[config.mk]
export PLATFORM = sky130hd
export DESIGN_NAME = bcd_stopwatch_flat
export DESIGN_NICKNAME = d
export VERILOG_FILES = /design/src/rtl/bcd_stopwatch_if.sv /design/src/rtl/bcd_stopwatch.sv /design/src/flat_wrapper.sv
export SDC_FILE = /design/constraint.sdc
export NUM_CORES = 1
export LEC_CHECK = 0
export CAP_MARGIN = 40
export CELL_PAD_IN_SITES_DETAIL_PLACEMENT = 0
export CELL_PAD_IN_SITES_GLOBAL_PLACEMENT = 1
export CORE_ASPECT_RATIO = 1.25
export CORE_MARGIN = 5
export CORE_UTILIZATION = 37
export DETAILED_ROUTE_END_ITERATION = 8
export PLACE_DENSITY_LB_ADDON = 0.1
export SETUP_SLACK_MARGIN = 0.2
export SLEW_MARGIN = 20
export SYNTH_ARGS = -nofsm -noshare
export SYNTH_HDL_FRONTEND = slang
export SYNTH_SLANG_ARGS = --single-unit
[constraint.sdc]
create_clock -name clkin -period 2.12 [get_ports clkin]
set_clock_uncertainty 0.15 [all_clocks]
set_input_delay 0.636 -clock clkin [delete_from_list [all_inputs] [get_ports clkin]]
set_output_delay 0.636 -clock clkin [all_outputs]
set_load 0.01 [all_outputs]
[src/rtl/bcd_stopwatch_if.sv]
// bcd_stopwatch_if: control inputs and BCD/status outputs of the stopwatch
interface bcd_stopwatch_if;
  logic tick_in;
  logic start_stop;
  logic clear;
  logic [3:0] sec_ones;
  logic [3:0] sec_tens;
  logic [3:0] min_ones;
  logic [3:0] min_tens;
  logic running;
  logic rollover;
  modport master (
    output tick_in, start_stop, clear,
    input sec_ones, sec_tens, min_ones, min_tens, running, rollover
  );
  modport slave (
    input tick_in, start_stop, clear,
    output sec_ones, sec_tens, min_ones, min_tens, running, rollover
  );
endinterface

[src/rtl/bcd_stopwatch.sv]
// bcd_stopwatch: MM:SS BCD stopwatch counting synchronized rising edges of a slow tick
module bcd_stopwatch #(
  parameter int SYNC_STAGES = 2,
  parameter int MAX_MINUTES = 59
) (
  input logic clkin,
  input logic rst_n,
  bcd_stopwatch_if.slave sw
);
  typedef enum logic [1:0] {IDLE, RUN, PAUSE} state_t;
  localparam logic [7:0] MAX_BCD = 8'((MAX_MINUTES / 10) * 16 + MAX_MINUTES % 10);
  state_t r_state, w_next;
  logic [SYNC_STAGES-1:0] r_sync;
  logic r_prev, r_rise, r_running, r_rollover;
  logic [3:0] r_so, r_st, r_mo, r_mt;
  logic w_en, w_so_wrap, w_st_wrap, w_min_max;
  // Flops load 1 on reset so a tick already high at release is not counted
  always_ff @(posedge clkin) begin
    if (!rst_n) begin
      r_sync <= '1;
      r_prev <= 1'b1;
      r_rise <= 1'b0;
    end else begin
      r_sync <= {r_sync[SYNC_STAGES-2:0], sw.tick_in};
      r_prev <= r_sync[SYNC_STAGES-1];
      r_rise <= r_sync[SYNC_STAGES-1] & ~r_prev;
    end
  end
  always_ff @(posedge clkin) begin
    r_state <= !rst_n ? IDLE : w_next;
    r_running <= rst_n && (w_next == RUN);
  end
  always_comb begin
    w_next = sw.clear ? IDLE : !sw.start_stop ? r_state : (r_state == RUN) ? PAUSE : RUN;
  end
  always_comb begin
    w_en = (r_state == RUN) && r_rise;
    w_so_wrap = (r_so == 4'd9);
    w_st_wrap = w_so_wrap && (r_st == 4'd5);
    w_min_max = ({r_mt, r_mo} == MAX_BCD);
  end
  always_ff @(posedge clkin) begin
    if (!rst_n || sw.clear) begin
      r_so <= '0;
      r_st <= '0;
      r_mo <= '0;
      r_mt <= '0;
      r_rollover <= 1'b0;
    end else begin
      r_rollover <= w_en && w_st_wrap && w_min_max;
      if (w_en) begin
        r_so <= w_so_wrap ? 4'd0 : r_so + 4'd1;
        if (w_so_wrap) r_st <= w_st_wrap ? 4'd0 : r_st + 4'd1;
        if (w_st_wrap) begin
          r_mo <= (w_min_max || r_mo == 4'd9) ? 4'd0 : r_mo + 4'd1;
          r_mt <= w_min_max ? 4'd0 : (r_mo == 4'd9) ? r_mt + 4'd1 : r_mt;
        end
      end
    end
  end
  assign sw.sec_ones = r_so;
  assign sw.sec_tens = r_st;
  assign sw.min_ones = r_mo;
  assign sw.min_tens = r_mt;
  assign sw.running = r_running;
  assign sw.rollover = r_rollover;
endmodule

[src/flat_wrapper.sv]
// flat-port wrapper written by rule: the top's interface ports become plain ports
module bcd_stopwatch_flat 
#(
  parameter int SYNC_STAGES = 2,
  parameter int MAX_MINUTES = 59
)
  (clkin, rst_n, sw_tick_in, sw_start_stop, sw_clear, sw_sec_ones, sw_sec_tens, sw_min_ones, sw_min_tens, sw_running, sw_rollover);
  bcd_stopwatch_if sw_i ();
  input logic clkin;
  input logic rst_n;
  input wire logic [$bits(sw_i.tick_in)-1:0] sw_tick_in;
  input wire logic [$bits(sw_i.start_stop)-1:0] sw_start_stop;
  input wire logic [$bits(sw_i.clear)-1:0] sw_clear;
  output wire logic [$bits(sw_i.sec_ones)-1:0] sw_sec_ones;
  output wire logic [$bits(sw_i.sec_tens)-1:0] sw_sec_tens;
  output wire logic [$bits(sw_i.min_ones)-1:0] sw_min_ones;
  output wire logic [$bits(sw_i.min_tens)-1:0] sw_min_tens;
  output wire logic [$bits(sw_i.running)-1:0] sw_running;
  output wire logic [$bits(sw_i.rollover)-1:0] sw_rollover;
  assign sw_i.tick_in = sw_tick_in;
  assign sw_i.start_stop = sw_start_stop;
  assign sw_i.clear = sw_clear;
  assign sw_sec_ones = sw_i.sec_ones;
  assign sw_sec_tens = sw_i.sec_tens;
  assign sw_min_ones = sw_i.min_ones;
  assign sw_min_tens = sw_i.min_tens;
  assign sw_running = sw_i.running;
  assign sw_rollover = sw_i.rollover;
  bcd_stopwatch #(.SYNC_STAGES(SYNC_STAGES), .MAX_MINUTES(MAX_MINUTES)) u_core (.clkin(clkin), .rst_n(rst_n), .sw(sw_i));
endmodule
-- Word-level counts from Yosys, hierarchy flattened
Index checks and enable logic that the tools add are counted.
Widths: inputs -> output; s select.
- input port bits: 5
- output and inout bits: 18
- logic and storage cells: 42
- register bits: 24
- equality and inequality tests: 6
- reduce and logical (&&, ||, !) cells: 12
- muxes and demuxes: 8
- $add $sub $neg: 4
- bitwise logic cells: 2
- operator list (kind ; number):
    $mux 4 ; 5
    $add 4x1->4 const B ; 4
    $eq 4x4->1 const B ; 2
    $eq 8x7->1 const B ; 1
    $mux 2 ; 3
    $logic_and 1x1->1 ; 5
    $eq 2x1->1 const B ; 2
    $eq 4x3->1 const B ; 1
    $reduce_and 2->1 ; 2
    $reduce_and 3->1 ; 1
    $logic_or 1x1->1 ; 2
    $reduce_bool 2->1 ; 1
    $and 1x1->1 ; 1
    $logic_not 1->1 ; 1
    $not 1->1 ; 1

-- Logic depth before layout (Yosys ltp)
- depth after elaboration: 6
- mapped depth: 7
- mapped depth without buffers: 6

-- Worst setup path after synthesis
OpenSTA, ideal clock, no wires.
- path kind: register -> register
- start: reg u_core.r_st[0] (netlist: u_core.sw.sec_tens[0])
- end: reg u_core.r_mo[3] (netlist: u_core.sw.min_ones[3])
- required time: 1.901 ns
- clock period less this slack: 1.649 ns
- path buffers: 0
- arrival time: 1.430 ns
- setup time: 0.069 ns
- stages on the path, launching flop included: 6
- path slack: 0.471 ns
- cell sequence: dfxtp_1 > ha_1 > and3b_1 > nand3_4 > or4_1 > o21ai_1
- word-level cells in the longest chain between the ends: 3
- RTL lines (what ; RTL line ; text):
    from (decl) ; bcd_stopwatch.sv:15 ; logic [3:0] r_so, r_st, r_mo, r_mt;
    from (signal assigned) ; bcd_stopwatch.sv:53 ; if (w_so_wrap) r_st <= w_st_wrap ? 4'd0 : r_st + 4'd1;
    $eq 4x3->1 ; bcd_stopwatch.sv:39 ; w_st_wrap = w_so_wrap && (r_st == 4'd5);
    $logic_and 1x1->1 ; bcd_stopwatch.sv:39 ;
    $reduce_and 2->1 (no source line) ; -- ;
    to (signal assigned) ; bcd_stopwatch.sv:55 ; r_mo <= (w_min_max || r_mo == 4'd9) ? 4'd0 : r_mo + 4'd1;
    to (decl) ; bcd_stopwatch.sv:15 ;
No other way between the ends.
A chain may end at the register's enable or synchronous reset.

-- Worst setup path after layout
- start: reg u_core.r_so[1] (netlist: u_core.sw.sec_ones[1])
- end: out sw_sec_ones[1]
- RTL lines (what ; RTL line ; text):
    from (decl) ; bcd_stopwatch.sv:15 ;
    from (signal assigned) ; bcd_stopwatch.sv:52 ; r_so <= w_so_wrap ? 4'd0 : r_so + 4'd1;
    to (decl) ; flat_wrapper.sv:14 ; output wire logic [$bits(sw_i.sec_ones)-1:0] sw_sec_ones;
No word-level cell between the ends.

==> impl_metrics.ini <==
[place]
dpl.hpwl_mm = 1.66
place.gp.congestion = 0.658
port_buffers = 22
pre_cts_ws_ns = 0.0666

[global_routing]
grt_pass1_wl_mm = 3.83
grtUsageTotal_pct = 11.4
grt_max_degree = 15
antenna_found_initial = 0
grt-ovfl-total = 0
grt_pass1_vias = 871

[synthesis]
ys_top_cells_by_area = dfxtp_1, ha_1, nor2_1
syn_area_per_cell_sq_um = 9.37
seq_area_frac_synth_pct = 44.2
synth_area_leader_cell = dfxtp_1
synth_top_area_share_pct = 44.2
synth_warnings = 0
syn_inst = 116
ys_seq_elements = 24
syn-num-nets = 127
syn_area_sq_mm = 0.00109
yosysUniqueCellTypes = 34

[timing]
tightest_slew_ns = 0.305
setup_viol = 0
hold_viol = 0
finalCriticalPeriod_ns = 1.79
drv_slew = 0
rsz0062_at_grt = false
tns_ns = 0
clock.fmax_mhz = 558
setup_ws_ns = 0.327
min_period_over_period_pct = 84.6
maxSlewHeadroom_pct = 79.7

[die]
dieArea_sq_mm = 0.00413
io_pins = 23
die_w_um = 58.5
row_count = 22
core_sq_mm = 0.00289
initial_core_util_pct = 37.6
die_h_um = 70.6

[clock_network]
cts_buffer_depth = 2
htreeDepth = 1
clk_latency_ns = 0.31
cts.sinks = 24
cts_tree = done
numCtsBuffers = 3
clkTransAtPathRegs_ns = 0.13
root_buffer = clkbuf_4

[routing]
routedWlPerCell_um = 11.9
drtAntennaViolNets = 0
dr.pass1.iters = 4
wl_mm = 2.15
num_vias = 883
drc = 0
post_drt_via_cell_ratio = 4.88
drt_iter0_drc = 16

[layout]
final_nets = 157
drive_gt1_share_pct = 18.6
areaGrowthSynthToFinish_pct = 33.0
layout_common_cells = dlygate4sd2_1, nor2_1, dfxtp_2
antenna_cells = 0
mostFrequentLayoutCell = dlygate4sd2_1

[setup_path]
critical-path-max-stage-delay_ns = 0.42
worstRegToRegCells = 6
r2r-end = u_core.sw.min_tens[3]
start_kind = flop
crit_chain = dlygate4sd2_1
r2r_slack_ns = 0.44
cp-end-kind = output pin
worstPathRequired_ns = 1.33
critPathMaxFanout = 8
r2r-start = u_core.sw.sec_tens[1]
crit_type = reg2out
cp.arrival_ns = 1.01
critical-path-top-delay-family = flip-flops
crit_slowest_cell = dfxtp_4
critPathBufInv = 1

[min_path]
whs_endpoint = u_core.r_rise
hp-class = reg2reg
hold_depth = 1
min-delay-start = u_core.r_prev

[status]
status = finished, final reports clean

[power]
power_density_mw_per_mm2 = 561
ir_worst_vdd_mv = 0.391
leakagePower_nw = 0.638

[flow_run]
maxCapViolations = 0
==> worst max-delay path by stage <==
| stage | startpoint | endpoint | slack (ns) | cells after the start |
|---|---|---|---|---|
| after global routing | u_core.sw.sec_ones[1] | sw_sec_ones[1] | 0.27 | 1 |
| after global placement | sw_clear | u_core.sw.min_ones[3] | 0.10 | 4 |
| final | u_core.sw.sec_ones[1] | sw_sec_ones[1] | 0.33 | 1 |
| after CTS | u_core.sw.sec_ones[2] | sw_sec_ones[2] | 0.31 | 1 |
| after detailed placement | sw_clear | u_core.sw.min_tens[3] | 0.07 | 5 |
| after floorplan | u_core.sw.sec_tens[0] | u_core.sw.min_ones[3] | 0.47 | 5 |
==> metal layers <==
metal / global-route usage [%] / vias up / wire (um)
met5: 0 / - / 0
met4: 3.87 / 0 / 18
met3: 1.82 / 2 / 89
met2: 19.5 / 13 / 1090
met1: 14.3 / 407 / 955
li1: - / 461 / -
==> flip-flops by register name, summed over array words and instances (netlist names) <==
signal	cells
u_core.r_state	2
u_core.sw.rollover	1
u_core.r_prev	1
u_core.r_sync	2
u_core.r_rise	1
u_core.sw.sec_tens	4
u_core.sw.sec_ones	4
u_core.sw.running	1
u_core.sw.min_ones	4
u_core.sw.min_tens	4
==> cells by family after synthesis <==
family | Yosys count | share of synthesized area [%]
and+or+nand+nor | 55 | 29.9
DFF | 24 | 44.2
AOI/OAI and AO/OA | 15 | 8.05
xor gates and xnor gates | 6 | 4.83
buffers and inverters | 6 | 2.42
adders and majority gates | 6 | 6.90
muxes | 4 | 3.68
==> cells in the mapped netlist <==
cell / n
o21a_1: 2
and4b_1: 1
o21ai_1: 1
and2b_1: 1
or3_1: 3
nand3_4: 1
nand4b_1: 1
o211a_1: 1
buf_4: 1
dfxtp_1: 24
mux2i_1: 4
nor2b_1: 3
inv_1: 4
and3b_1: 3
nand2_1: 8
xnor2_1: 3
nor3b_1: 1
nand2b_1: 5
o21ai_0: 3
a211oi_1: 1
or3b_1: 1
nand3_1: 3
a21oi_1: 7
or4_1: 1
clkbuf_1: 1
xor2_1: 3
nor2_1: 15
nor4_1: 1
and4_1: 1
and3_1: 1
nor3_1: 3
ha_1: 6
nand4_1: 1
nor3b_4: 1
==> metrics by stage <==
step                total power, mW  cells  hold WS (ns)  util [%]  instance area [sq um]
global route                  0.850    181         0.283      50.0                   1450
CTS                           0.825    181         0.251      50.0                   1450
global placement              0.502    176         0.224      47.4                   1370
floorplan                     0.481    116         0.216         -                   1090
finish                        0.811    181         0.249      50.0                   1450
detailed placement            0.502    176         0.234      47.4                   1370
==> report_power, final <==
group	internal, mW	switching (mW)
Combinational	0.0183	0.0148
Sequential	0.446	0.00221
Clock	0.191	0.138
Total	0.656	0.155
==> layout make-up <==
class	instances	area, sq um
Timing Repair Buffer	27	235
Multi-Input combinational cell	86	581
Fill cell	297	1440
Inverter	4	15.0
Clock inverter	1	30.0
Clock buffer	3	22.5
Tap cell	36	45.0
Sequential cell	24	518
==> what timing repair did <==
action | in CTS | in global routing
setup endpoints to repair | 18 | 0
resized for setup | 41 | 0
hold buffers | 0 | 0
buffers inserted | 1 | 0
(Power assumes the default switching activity.)
